--- src/rtl/seq_sreg_pkg.sv ---
// Shared types and constants for the seq_sreg shift-register family.
package seq_sreg_pkg;

  // Transmitter FSM states.
  typedef enum logic {
    IDLE  = 1'b0,
    SHIFT = 1'b1
  } state_t;

  // Default word width of the SISO chain.
  localparam int SREG_NBITS = 8;

  // Width of a counter that must hold values 0 .. nbits-1 (at least 1 bit).
  function automatic int cnt_width(input int nbits);
    return (nbits <= 2) ? 1 : $clog2(nbits);
  endfunction

endpackage

--- src/rtl/seq_sreg_piso_shreg.sv ---
// Load/shift register: parallel load, shift towards the MSB, MSB exposed.
// Load takes priority over shift in the same cycle.
module seq_sreg_piso_shreg
  import seq_sreg_pkg::*;
#(
  parameter int NBITS = SREG_NBITS
) (
  input  logic             clk,
  input  logic             reset,
  input  logic             load,
  input  logic [NBITS-1:0] load_data,
  input  logic             shift,
  output logic             msb
);

  logic [NBITS-1:0] sreg_reg;

  // Register: clear on reset, load a new word, or shift left filling with 0.
  always_ff @(posedge clk) begin
    if (reset) begin
      sreg_reg <= '0;
    end else if (load) begin
      sreg_reg <= load_data;
    end else if (shift) begin
      sreg_reg <= {sreg_reg[NBITS-2:0], 1'b0};
    end
  end

  assign msb = sreg_reg[NBITS-1];

endmodule

--- src/rtl/seq_sreg_piso_tx.sv ---
// Parallel-in serial-out transmitter feeding a SISO shift-register chain.
// Words arrive on in_val/in_rdy and leave MSB first on out_val/out_rdy.
// Optional macro SEQ_SREG_PISO_TX_PARITY_EN appends an even-parity bit
// to every frame (NBITS+1 bits, out_last on the parity bit).
module seq_sreg_piso_tx
  import seq_sreg_pkg::*;
#(
  parameter int NBITS = SREG_NBITS
) (
  input  logic             clk,
  input  logic             reset,
  input  logic             in_val,
  output logic             in_rdy,
  input  logic [NBITS-1:0] in_data,
  output logic             out_val,
  input  logic             out_rdy,
  output logic             out_bit,
  output logic             out_last
);

`ifdef SEQ_SREG_PISO_TX_PARITY_EN
  localparam int FRAME = NBITS + 1;
`else
  localparam int FRAME = NBITS;
`endif
  localparam int CW = cnt_width(FRAME);
  localparam logic [CW-1:0] CNT_FIRST = CW'(FRAME - 1);

  state_t        state_reg, state_next;
  logic [CW-1:0] cnt_reg, cnt_next;
  logic          load;
  logic          shift;
  logic          msb;

  seq_sreg_piso_shreg #(
    .NBITS(NBITS)
  ) u_shreg (
    .clk       (clk),
    .reset     (reset),
    .load      (load),
    .load_data (in_data),
    .shift     (shift),
    .msb       (msb)
  );

`ifdef SEQ_SREG_PISO_TX_PARITY_EN
  logic par_reg;

  // Even parity of the accepted word, captured together with the word.
  always_ff @(posedge clk) begin
    if (reset) begin
      par_reg <= 1'b0;
    end else if (load) begin
      par_reg <= ^in_data;
    end
  end
`endif

  // FSM state and bit counter (counts down to 0 on the frame's last bit).
  always_ff @(posedge clk) begin
    if (reset) begin
      state_reg <= IDLE;
      cnt_reg   <= '0;
    end else begin
      state_reg <= state_next;
      cnt_reg   <= cnt_next;
    end
  end

  // Next state, handshakes and serial outputs; everything is forced low
  // while reset is high so an aborted frame never leaks a bit.
  always_comb begin
    state_next = state_reg;
    cnt_next   = cnt_reg;
    load       = 1'b0;
    shift      = 1'b0;
    in_rdy     = 1'b0;
    out_val    = 1'b0;
    out_bit    = 1'b0;
    out_last   = 1'b0;
    if (!reset) begin
      case (state_reg)
        IDLE: begin
          in_rdy = 1'b1;
          if (in_val) begin
            load       = 1'b1;
            cnt_next   = CNT_FIRST;
            state_next = SHIFT;
          end
        end
        SHIFT: begin
          out_val  = 1'b1;
          out_last = (cnt_reg == '0);
`ifdef SEQ_SREG_PISO_TX_PARITY_EN
          out_bit  = (cnt_reg == '0) ? par_reg : msb;
`else
          out_bit  = msb;
`endif
          if (out_rdy) begin
            shift = 1'b1;
            if (out_last) begin
              // Final bit leaves this cycle: accept the next word with no bubble.
              in_rdy = 1'b1;
              if (in_val) begin
                load     = 1'b1;
                cnt_next = CNT_FIRST;
              end else begin
                state_next = IDLE;
              end
            end else begin
              cnt_next = cnt_reg - CW'(1);
            end
          end
        end
        default: state_next = IDLE;
      endcase
    end
  end

endmodule

--- config.mk ---
export PLATFORM = sky130hd
export DESIGN_NAME = seq_sreg_piso_tx
export DESIGN_NICKNAME = d
export VERILOG_FILES = /design/src/rtl/seq_sreg_pkg.sv /design/src/rtl/seq_sreg_piso_shreg.sv /design/src/rtl/seq_sreg_piso_tx.sv
export SDC_FILE = /design/constraint.sdc
export NUM_CORES = 1
export LEC_CHECK = 0
export CAP_MARGIN = 15
export CORE_MARGIN = 2
export CORE_UTILIZATION = 38
export DETAILED_ROUTE_END_ITERATION = 8
export REMOVE_ABC_BUFFERS = 1
export SLEW_MARGIN = 20
export SYNTH_ARGS = -nofsm -noshare
export SYNTH_HDL_FRONTEND = slang
export SYNTH_SLANG_ARGS = --single-unit
--- constraint.sdc ---
create_clock -name clk -period 4.6 [get_ports clk]
set_clock_uncertainty 0.1 [all_clocks]
set_input_delay 0.69 -clock clk [delete_from_list [all_inputs] [get_ports clk]]
set_output_delay 0.69 -clock clk [all_outputs]
set_load 0.01 [all_outputs]
==> metrics.cfg <==
[worst_setup_path]
critical_path_arrival_ns=2.33
start_kind=primary input
r2r_setup_slack_ns=2.84
end_kind=output pin
crit_top_cell=clkdlybuf4s50_1
critical-path-top-delay-family=buffers and inverters
crit_fanout=17
slowest_stage=clkdlybuf4s50_1
crit_buf_inv=2
r2r-start=cnt_reg[0]
crit_type=primary input to output pin
cp.required_ns=3.81
rr_endpoint=u_shreg.sreg_reg[1]
crit_chain=clkdlybuf4s50_1 -> nor2_1 -> and2_1 -> clkdlybuf4s50_1
cpPeakStageDelay_ns=0.71
reg2reg_depth=6

[detailed_routing]
drcViolationCount=0
avgViaCountPerCell=5.18
routedWlPerCell_um=11.0
finalWirelength_um=1160
via_count=549
drt_iter0_markers=3
dr.pass1.iters=4
ant_nets=0

[job]
drv_cap=0

[logic_synthesis]
synthAdderAreaFrac_pct=4.00
ys.warnings.count=0
synthDominantCellAreaShare_pct=38.4
yosys-mux-area-fraction_pct=0
synth_area_leaders=dfxtp_1 38%, nand2_1 9.0%, a311oi_1 8.4%
synth_top_family_by_area=simple AND/OR/NAND/NOR gates
netlist_area_um2=626
synth_compound_area_share_pct=25.0
yosysSeqAreaShare_pct=38.4
syn_inst=76
ys_ff_latch=12
synth.avg_cell_area_um2=8.23
yosys.area_share.simple_pct=26.4
yosysTopAreaCell=dfxtp_1
synth_xor_area_share_pct=0
synth_cell_type_count=23

[pwr]
p_leak_nw=0.296
power_density_mw_per_mm2=303
power_uw=241
ir_worst_vdd_uv=206

[sta]
setup_viol=0
setup_tns_ns=0
rsz0062_at_grt=no
finalWorstSetupSlack_ns=1.48
fmax_mhz=320
hold_viol_final=0
layout_worst_path_cycle_share_pct=67.8
fin_crit_ns=3.12
finalMaxSlewViolations=0
maxSlewHeadroom_pct=60.0
worstMarginPinSlew_ns=0.597

[finish]
largest_reg_flops=8
area_growth_pct=27.0
antennaDiodeCount=0
mostFrequentLayoutCells=15 x nand2_1, 15 x clkdlybuf4s50_1, 13 x nor2_1
drive_above_1_share_pct=8.89
fill_cells=163
finalNetCount=106

[global_routing]
use_met3_pct=6.12
use_met1_pct=18.1
busiest_layer=met2
antenna_found_initial=0
grt_pass1_vias=459
grt_pass1_wl_um=1950
grt_use_total_pct=13.9
grt_remaining_overflow=0
grt_util_met2_pct=20.0
grt_max_degree=18

[clock_tree]
cts_buffer_depth=2
cts.htree.levels=1
cts_resized=0
hold_buffers=0
clk_pin_slew_worst_paths_ns=0.08
cts_tree=yes
cts_buffers=3
cts.sinks=12
worstSkewPairLatency_ns=0.27
cts-root-buf=clkbuf_4
cts_setup_buffers=0

[hold_path]
min_from=u_shreg.sreg_reg[1]
holdPathEnd=u_shreg.sreg_reg[2]
holdPathStages=2
min-delay-path-class=flop to flop

[floorplan]
die_h_um=44.6
rows=14
dieArea_mm2=0.00199
coreArea_mm2=0.00152
pin_count=16
start_util_pct=41.1
die_width_um=44.6

[placement]
hpwl_um=825
pre_cts_slack_ns=1.45
gp_congestion=0.681
portBuffers=15

[outcome]
status=completed

stage by stage:
step                      instance area, um^2  instances  util (%)  hold WS (ns)
after floorplan                           602         72         -         0.340
after global placement                    772        103      50.7         0.355
after detailed placement                  772        103      50.7         0.362
after CTS                                 795        106      52.1         0.380
after global routing                      795        106      52.1         0.397
final                                     795        106      52.1         0.369
power by group:
part	total, mW	switching [mW]	internal (mW)
registers	0.121	0.00629	0.114
clock network	0.0664	0.0361	0.0303
logic	0.0534	0.0260	0.0274
total	0.241	0.0684	0.172
worst max path at each step:
stage                     start        to  cells after the start
after floorplan           reset  out_last                      2
after global placement    reset   out_bit                      4
after detailed placement  reset   out_bit                      4
after CTS                 reset   out_bit                      4
after global routing      reset  out_last                      4
final                     reset   out_bit                      4
synth_stat cells:
master     n
a21oi_1    4
a311oi_1   6
a311oi_2   1
a31oi_4    1
and2_1     2
buf_2      1
buf_6      1
clkbuf_1   2
dfxtp_1   12
ha_1       2
inv_1      4
nand2_1   15
nand3_1    1
nand3b_1   1
nor2_1    13
nor2_2     1
nor2b_2    1
nor2b_4    1
o21a_1     3
o22a_1     1
o31ai_1    1
o32ai_1    1
or2_1      1
layer usage:
metal | share of wire, % | up-vias
met2 | 41 | 12
met3 | 6.5 | 2
met5 | 0 | -
met4 | 1.1 | 0
li1 | - | 293
met1 | 51 | 242
cells by family (layout without fill, tap and decap cells):
logic type,count (synthesis),in the layout
and+or+nand+nor,36,36
AOI/OAI and AO/OA,18,18
DFF,12,12
buffers and inverters,8,22
adders and majority gates,2,2
worst reg2reg max path: cells and delay by family (launching register included):
kind | cells | cell delay [ns]
DFF | 1 | 0.35
and+or+nand+nor | 2 | 0.27
AOI/OAI and AO/OA | 2 | 0.68
buffers and inverters | 1 | 0.06
adders and majority gates | 1 | 0.21
layout make-up:
type	count	area [um^2]	share of cell area [%]
tap	16	20.0	2.52
sequential	12	240	30.2
timing repair buffer	15	150	18.9
clock buffer	3	22.5	2.83
inverter	4	15.0	1.89
multi-input combinational	56	347	43.6
Power figures use the tool's default switching activity.
